### config.mk
export PLATFORM = sky130hd
export DESIGN_NAME = uart_loader_flat
export DESIGN_NICKNAME = d
export VERILOG_FILES = /design/src/rtl/uart_loader_if.sv /design/src/rtl/uart_loader.sv /design/src/flat_wrapper.sv
export SDC_FILE = /design/constraint.sdc
export NUM_CORES = 1
export LEC_CHECK = 0
export ABC_AREA = 1
export BUFFER_PORTS_ARGS = -buffer_cell sky130_fd_sc_hd__buf_2
export CAP_MARGIN = 25
export CORE_UTILIZATION = 53
export CTS_CLUSTER_SIZE = 8
export DETAILED_ROUTE_END_ITERATION = 16
export PLACE_DENSITY = 0.78
export SLEW_MARGIN = 5
export SYNTH_ARGS = -nofsm -noshare
export SYNTH_HDL_FRONTEND = slang
export SYNTH_SLANG_ARGS = --single-unit
export TNS_END_PERCENT = 10
### constraint.sdc
create_clock -name clk -period 1.35 [get_ports clk]
set_input_delay 0.27 -clock clk [delete_from_list [all_inputs] [get_ports clk]]
set_output_delay 0.27 -clock clk [all_outputs]
set_load 0.1 [all_outputs]
### src/rtl/uart_loader_if.sv
// Instruction-memory write port driven by the UART boot loader.
interface uart_loader_if;
    logic        mem_we;
    logic [11:0] mem_addr;
    logic [31:0] mem_wdata;

    modport master (output mem_we, output mem_addr, output mem_wdata);
    modport slave  (input  mem_we, input  mem_addr, input  mem_wdata);
endinterface

### src/rtl/uart_loader.sv
// UART (8N1) boot loader: receives A5, 16-bit LE word count, LE data words and writes them to instruction memory.
// Optional trailing XOR checksum byte enabled by defining LOADER_CHECKSUM_EN.
module uart_loader #(
    parameter int CLKS_PER_BIT = 434,
    parameter int MEM_WORDS    = 2056
) (
    input  logic          clk,
    input  logic          reset,
    input  logic          ser_rx,
    uart_loader_if.master mem,
    output logic          cpu_reset,
    output logic          done,
    output logic          error
);

    localparam int              CNT_W   = $clog2(CLKS_PER_BIT + 1);
    localparam logic [CNT_W-1:0] FULL   = CNT_W'(CLKS_PER_BIT - 1);
    localparam logic [CNT_W-1:0] HALF   = CNT_W'((CLKS_PER_BIT / 2 > 0) ? (CLKS_PER_BIT / 2 - 1) : 0);
    localparam logic [15:0]      MAX_LEN = 16'(MEM_WORDS);
    localparam logic [7:0]       SYNC_BYTE = 8'hA5;

    typedef enum logic [1:0] {RX_IDLE, RX_START, RX_DATA, RX_STOP} rx_state_t;

`ifdef LOADER_CHECKSUM_EN
    typedef enum logic [2:0] {LD_SYNC, LD_LEN_LO, LD_LEN_HI, LD_DATA, LD_CSUM, LD_DONE, LD_ERR} ld_state_t;
    localparam ld_state_t LD_FINISH = LD_CSUM;
`else
    typedef enum logic [2:0] {LD_SYNC, LD_LEN_LO, LD_LEN_HI, LD_DATA, LD_DONE, LD_ERR} ld_state_t;
    localparam ld_state_t LD_FINISH = LD_DONE;
`endif

    logic             r_sync1, r_sync2, r_rx_prev;
    logic             w_rx;
    rx_state_t        r_rx_state, w_rx_next;
    logic [CNT_W-1:0] r_clk_cnt;
    logic [2:0]       r_bit_cnt;
    logic [7:0]       r_shift;
    logic             r_byte_valid, r_frame_err;
    logic             w_bit_sample, w_byte_ok, w_frame_bad;

    ld_state_t        r_ld_state, w_ld_next;
    logic [15:0]      r_len;
    logic [15:0]      w_len;
    logic [15:0]      r_word_cnt;
    logic [1:0]       r_byte_idx;
    logic [31:0]      r_word;
    logic             r_mem_we;
    logic [11:0]      r_mem_addr;
    logic [31:0]      r_mem_wdata;
`ifdef LOADER_CHECKSUM_EN
    logic [7:0]       r_xor;
`endif

    // The raw line is asynchronous; only r_sync2 onward is used.
    always_ff @(posedge clk) begin
        if (reset) begin
            r_sync1   <= 1'b1;
            r_sync2   <= 1'b1;
            r_rx_prev <= 1'b1;
        end else begin
            r_sync1   <= ser_rx;
            r_sync2   <= r_sync1;
            r_rx_prev <= r_sync2;
        end
    end

    assign w_rx = r_sync2;

    always_ff @(posedge clk) begin
        if (reset) r_rx_state <= RX_IDLE;
        else       r_rx_state <= w_rx_next;
    end

    always_comb begin
        w_rx_next    = r_rx_state;
        w_bit_sample = 1'b0;
        w_byte_ok    = 1'b0;
        w_frame_bad  = 1'b0;
        case (r_rx_state)
            RX_IDLE:  if (r_rx_prev && !w_rx) w_rx_next = RX_START;
            RX_START: if (r_clk_cnt == HALF) w_rx_next = w_rx ? RX_IDLE : RX_DATA;
            RX_DATA: begin
                if (r_clk_cnt == FULL) begin
                    w_bit_sample = 1'b1;
                    if (r_bit_cnt == 3'd7) w_rx_next = RX_STOP;
                end
            end
            RX_STOP: begin
                if (r_clk_cnt == FULL) begin
                    w_rx_next   = RX_IDLE;
                    w_byte_ok   = w_rx;
                    w_frame_bad = !w_rx;
                end
            end
            default: w_rx_next = RX_IDLE;
        endcase
    end

    // The bit timer restarts on every state change so each sample is one bit period after the last.
    always_ff @(posedge clk) begin
        if (reset) begin
            r_clk_cnt    <= '0;
            r_bit_cnt    <= '0;
            r_shift      <= '0;
            r_byte_valid <= 1'b0;
            r_frame_err  <= 1'b0;
        end else begin
            r_byte_valid <= w_byte_ok;
            r_frame_err  <= w_frame_bad;
            if (r_rx_state == RX_IDLE || w_rx_next != r_rx_state || r_clk_cnt == FULL)
                r_clk_cnt <= '0;
            else
                r_clk_cnt <= r_clk_cnt + 1'b1;
            if (r_rx_state == RX_IDLE)
                r_bit_cnt <= '0;
            else if (w_bit_sample)
                r_bit_cnt <= r_bit_cnt + 1'b1;
            if (w_bit_sample)
                r_shift <= {w_rx, r_shift[7:1]};
        end
    end

    assign w_len = {r_shift, r_len[7:0]};

    always_ff @(posedge clk) begin
        if (reset) r_ld_state <= LD_SYNC;
        else       r_ld_state <= w_ld_next;
    end

    always_comb begin
        w_ld_next = r_ld_state;
        case (r_ld_state)
            LD_SYNC:   if (r_byte_valid && r_shift == SYNC_BYTE) w_ld_next = LD_LEN_LO;
            LD_LEN_LO: if (r_byte_valid) w_ld_next = LD_LEN_HI;
            LD_LEN_HI: begin
                if (r_byte_valid) begin
                    if (w_len > MAX_LEN)    w_ld_next = LD_ERR;
                    else if (w_len == 16'd0) w_ld_next = LD_FINISH;
                    else                     w_ld_next = LD_DATA;
                end
            end
            // Leave DATA only while the final strobe is on the bus, so mem_we stays inside DATA.
            LD_DATA:   if (r_mem_we && r_word_cnt == r_len) w_ld_next = LD_FINISH;
`ifdef LOADER_CHECKSUM_EN
            LD_CSUM:   if (r_byte_valid) w_ld_next = (r_shift == r_xor) ? LD_DONE : LD_ERR;
`endif
            LD_DONE:   w_ld_next = LD_DONE;
            LD_ERR:    w_ld_next = LD_ERR;
            default:   w_ld_next = LD_ERR;
        endcase
        if (r_frame_err && r_ld_state != LD_DONE && r_ld_state != LD_ERR)
            w_ld_next = LD_ERR;
    end

    always_ff @(posedge clk) begin
        if (reset) begin
            r_len       <= '0;
            r_word_cnt  <= '0;
            r_byte_idx  <= '0;
            r_word      <= '0;
            r_mem_we    <= 1'b0;
            r_mem_addr  <= '0;
            r_mem_wdata <= '0;
`ifdef LOADER_CHECKSUM_EN
            r_xor       <= '0;
`endif
        end else begin
            r_mem_we <= 1'b0;
            if (r_ld_state == LD_LEN_LO && r_byte_valid)
                r_len[7:0] <= r_shift;
            if (r_ld_state == LD_LEN_HI && r_byte_valid) begin
                r_len      <= w_len;
                r_word_cnt <= '0;
                r_byte_idx <= '0;
`ifdef LOADER_CHECKSUM_EN
                r_xor      <= '0;
`endif
            end
            if (r_ld_state == LD_DATA && r_byte_valid) begin
                r_word     <= {r_shift, r_word[31:8]};
                r_byte_idx <= r_byte_idx + 1'b1;
`ifdef LOADER_CHECKSUM_EN
                r_xor      <= r_xor ^ r_shift;
`endif
                if (r_byte_idx == 2'd3 && r_word_cnt < MAX_LEN) begin
                    r_mem_we    <= 1'b1;
                    r_mem_addr  <= r_word_cnt[11:0];
                    r_mem_wdata <= {r_shift, r_word[31:8]};
                    r_word_cnt  <= r_word_cnt + 16'd1;
                end
            end
        end
    end

    assign mem.mem_we    = r_mem_we;
    assign mem.mem_addr  = r_mem_addr;
    assign mem.mem_wdata = r_mem_wdata;
    assign done          = (r_ld_state == LD_DONE);
    assign error         = (r_ld_state == LD_ERR);
    assign cpu_reset     = (r_ld_state != LD_DONE);

endmodule

### src/flat_wrapper.sv
// flat-port wrapper written by rule: the top's interface ports become plain ports
module uart_loader_flat 
#(
    parameter int CLKS_PER_BIT = 434,
    parameter int MEM_WORDS    = 2056
)
  (clk, reset, ser_rx, cpu_reset, done, error, mem_mem_we, mem_mem_addr, mem_mem_wdata);
  uart_loader_if mem_i ();
  input  logic clk;
  input  logic reset;
  input  logic ser_rx;
  output logic cpu_reset;
  output logic done;
  output logic error;
  output wire logic [$bits(mem_i.mem_we)-1:0] mem_mem_we;
  output wire logic [$bits(mem_i.mem_addr)-1:0] mem_mem_addr;
  output wire logic [$bits(mem_i.mem_wdata)-1:0] mem_mem_wdata;
  assign mem_mem_we = mem_i.mem_we;
  assign mem_mem_addr = mem_i.mem_addr;
  assign mem_mem_wdata = mem_i.mem_wdata;
  uart_loader #(.CLKS_PER_BIT(CLKS_PER_BIT), .MEM_WORDS(MEM_WORDS)) u_core (.clk(clk), .reset(reset), .ser_rx(ser_rx), .mem(mem_i), .cpu_reset(cpu_reset), .done(done), .error(error));
endmodule
==> impl_summary.md <==
Clock tree
The total CTS buffers is 17. The source-to-sink clock delay at the later pin of the worst-skew pair is approximately 0.54 ns. The tree is rooted in a clkbuf_8. The largest buffer count on any clock path is 2. Clock-pin slew was measured on the worst setup and hold paths at around 0.060 ns.

CTS built an H-tree with a depth of 4. The clock drives 133 sinks. TritonCTS built the clock tree.

Logic synthesis
The cell count after synthesis came out at ~730. The share of the synthesized area in the top cell type is a little under half. In this run, synthesis produced a sequential element count of approximately 130.

For this run, the leading register cell type out of synthesis is dfxtp_1. The number of unique standard cell types used by synthesis is 33. The synthesized netlist occupies a cell area of roughly 0.0056 mm^2. For this run, asynchronously set or reset flops after synthesis account for 0%. A synthesized cell averages about 7.7 um^2. The sequential area share after synthesis is a little under half. Yosys attributes the largest share of cell area to dfxtp_1 48%, nand2_1 7.4%, nand3_1 6.1%, inv_1 5.8%, a21oi_1 5.6%.

Yosys printed 0 warnings. The largest area contributor in the synthesized netlist is dfxtp_1. In this run, synthesis inferred 0 flip-flops with an integrated enable.

The number of nets in the synthesized netlist is between 700 and 800.

Setup path
The kind of end point of the critical path is an output pin. The reg2reg setup slack is -0.44 ns. Walking the worst path, the cells encountered are buf_6 -> inv_4 -> nand2_4 -> buf_6 -> nor2_4 -> inv_2 -> buf_12. The beginning of the worst register-to-register path is u_core.r_byte_idx[0]. The worst-case reg-to-reg path depth is 9. The count of buffering cells on the critical path with inverters included is 5. The critical path arrival is around 1.6 ns. On the critical path, the stage with the largest delay is an instance of dfxtp_2.

In this run the worst path has a maximum fanout of 2. The data required time at the worst endpoint is approximately 1.1 ns. The maximum single-stage delay on the critical path is around 0.33 ns.

On the critical path the largest part of the delay comes from buffers and inverters. The worst register-to-register path ends at u_core.mem.mem_wdata[15]. The number of gates on the worst path with buffers counted is 7.

The type of the worst setup path is flip-flop to output pin. The critical path ends at cpu_reset. The element type at the critical path start is a flip-flop. The critical path starts at u_core.r_ld_state[0]. By instance count, the cell type seen most on the critical path is buf_6.

Layout
In the final layout, the multi-input gates occupy 0.002903 mm^2. Of the cells placed in the final design, the portion with a size suffix greater than 1 is 45.76%. The top cell types in the final layout, fill and taps aside, are 95 x nand2_1, 82 x buf_4, 78 x inv_1.

In the final layout, flip-flops and latches occupy 0.002771 mm^2. The fill cell instance count of the final layout is 456. The finished layout holds about 1000 standard cells, fillers aside. The repair_antennas step left the layout with diodes totalling 0. From synthesis to final layout, the design area changed by 58.88%. The end-of-flow core utilization is just under 90%. The summed area of non-filler cells in the final layout is 0.008880 mm^2.

Leaving out fill and tap cells, the most frequent cell in the layout is nand2_1. The layout net count is 882.

Floorplan
The starting density of the core is 54.38%. The die boundary height is around 100 um. The die area is around 0.011 mm^2. The count of standard-cell rows is 37.

The total core area is approximately 0.01 mm^2. In this run the horizontal extent of the chip is ~100 um. The count of boundary I/O pins is about 50.

Global route
The number of antenna violations at the first check in global routing was 0. In this run the most used layer during global routing was met2. The total congestion overflow is 0.

The pin count of the biggest net entering global routing is slightly above 70. For met1 alone, demand over resource in global routing was between 30% and 40%. The via count of the first global-routing pass is a little over 6000. The total global-route track usage is between 30 and 40%. The global routing usage on met2 is between 60% and 70%.

Global routing consumed, on the met3 layer, under 10% of the routing resources. The first global-routing pass estimated roughly 30000 um of wire.

Placed design
The placed instance count is slightly below 1000. Input and output buffers added on the ports amount to 50. The final RePlAce weighted congestion is approximately 0.94. The placement-stage cell area is about 0.0070 mm^2.

The HPWL after detailed placement is approximately 10000 um.

Pwr
The power share of the sequential group is around 44%. Summed over all nets, the switching power comes to ~2.2 mW. Of the total power, the clock network draws a little over half. VDD sags by at most between 0.9 and 1 mV. The cell-internal power is roughly 6.7 mW. The combinational share of power is approximately 2.8%. The fraction of power spent switching nets is 24.72%. Dividing total power by cell area gives a power density of around 1000 mW/mm^2. The total design power is between 8 and 9 mW. Summed over all cells, the static leakage comes to between 3 and 4 nW.

Drt
The first detailed-routing pass ran for 7 iterations. After detailed routing, the number of vias per cell comes to a little over 6. The routed design has approximately 22000 um of wire. The detailed-route via count is 6227. The detail route stage leaves a number of antenna-violating nets equal to 0. The post-detailed-route DRC marker count is 0. The average routed wire per standard cell is between 20 and 25 um. After the first detailed-routing iteration, the DRC count stood at between 600 and 700.

Timing
The peak clock frequency supported by timing is 548.9 MHz. Subtracting the final worst setup slack from the clock period gives roughly 1.8 ns. The worst path uses 134.9% of the clock period. The total negative slack for setup checks is -28.84 ns. The transition time at the pin with the least slew margin is between 0.5 and 0.6 ns. Measured against its own limit, the worst slew margin works out to between 60 and 70%. Setup violations remaining at the end of the flow were counted as about 140. Setup repair after global routing could not meet its margin everywhere. The max-slew violation total from the final report was 0.

The post-route worst setup slack is -0.4718 ns. The number of hold violations in the final report is 0. The worst clock skew on the final layout is 0.01425 ns.

Worst hold path
The depth of the worst hold-timing path is 3. The min-delay analysis places its worst path in the category primary input to flip-flop.

Run status
The final reports fail on negative setup slack. The run finished, with violations left.

Flow run
The number of violations of the max-capacitance limit is 0.
## cells by family after synthesis
| group | count (synthesis) | share of synthesized area (%) |
|---|---|---|
| flip-flops | 133 | 47.64 |
| adder cells (fa/ha/maj) | 7 | 1.567 |
| AND/OR/NAND/NOR | 281 | 23.17 |
| AO/OA/AOI/OAI | 167 | 16.83 |
| XOR/XNOR | 7 | 1.097 |
| buffers and inverters | 130 | 9.693 |
## through the flow
step,hold slack [ns],setup slack [ns]
floorplan,0.3738,-0.5664
global placement,0.3970,-0.1646
detailed placement,0.4211,-0.2256
CTS,0.1106,-0.4856
global route,0.1473,-0.5163
finish,0.1458,-0.4718
## sequential cells by signal, summed over array words and instances (netlist names)
signal                count
u_core.mem.mem_addr      12
u_core.mem.mem_wdata     32
u_core.mem.mem_we         1
u_core.r_bit_cnt          3
u_core.r_byte_idx         2
u_core.r_byte_valid       1
u_core.r_clk_cnt          9
u_core.r_frame_err        1
u_core.r_ld_state         3
u_core.r_len             16
u_core.r_rx_prev          1
u_core.r_rx_state         2
u_core.r_shift            8
u_core.r_sync1            1
u_core.r_sync2            1
u_core.r_word            24
u_core.r_word_cnt        16
## routing by layer
layer | share of wire (%) | vias up
met5 | 0 | -
met2 | 51 | 483
met3 | 8.5 | 158
met1 | 34 | 2911
li1 | - | 2675
met4 | 6.5 | 0
## worst register-to-register path: stages (launching register included)
cell      delay, ns
dfxtp_2        0.37
ha_4           0.14
nor3b_4        0.21
nand3_2        0.16
nor2_4         0.17
nand2_4        0.12
clkinv_4       0.12
nand2_8        0.11
buf_12         0.17
o21ai_2        0.15
## area by class of cell
class	instances	share of cell area [%]
Multi-Input combinational cell	463	32.69
Sequential cell	133	31.21
Timing Repair Buffer	158	23.08
Clock buffer	17	4.664
Inverter	99	4.410
Clock inverter	15	2.029
Tap cell	136	1.916
## cell usage after synthesis, types with 2 or more instances
library cell,number
dfxtp_1,133
ha_1,7
xor2_1,4
or2_2,2
xnor2_1,3
nand3b_1,3
o21ai_1,19
o21ai_2,28
buf_1,3
buf_2,12
o21ai_0,57
inv_2,11
nand3_1,68
clkbuf_1,11
buf_6,5
a21oi_1,63
nand2_1,110
nor3_1,14
nand4_1,8
inv_1,86
nor2_1,52
nand3_2,4
and3_1,2
nor2_2,11
## worst min-delay path by stage
stage                      endpoint      startpoint  slack [ns]
3_3_place_gp         u_core.r_sync2  u_core.r_sync1        0.40
3_5_place_dp         u_core.r_sync2  u_core.r_sync1        0.42
4_1_cts        u_core.r_ld_state[2]           reset        0.11
2_1_floorplan        u_core.r_sync1          ser_rx        0.37
6_report       u_core.r_byte_idx[1]           reset        0.15
5_1_grt        u_core.r_byte_idx[1]           reset        0.15
## power by group through the flow
stage	combinational [mW]	sequential, mW	clock [mW]
2_1_floorplan	0.0991	4.02	0
3_3_place_gp	0.150	4.02	0
3_5_place_dp	0.158	4.02	0
4_1_cts	0.183	3.93	4.67
5_1_grt	0.260	3.91	4.90
6_report	0.248	3.91	4.74
## what timing repair did
| item | CTS | global route |
|---|---|---|
| buffers inserted | 6 | 6 |
| cloned | 6 | 1 |
| gates resized for setup | 207 | 137 |
| endpoints found under the hold margin | 1 | 0 |
| setup endpoints to repair | 140 | 167 |
| pin swaps | 9 | 14 |
| hold buffers | 1 | 0 |
(Power assumes the default switching activity.)
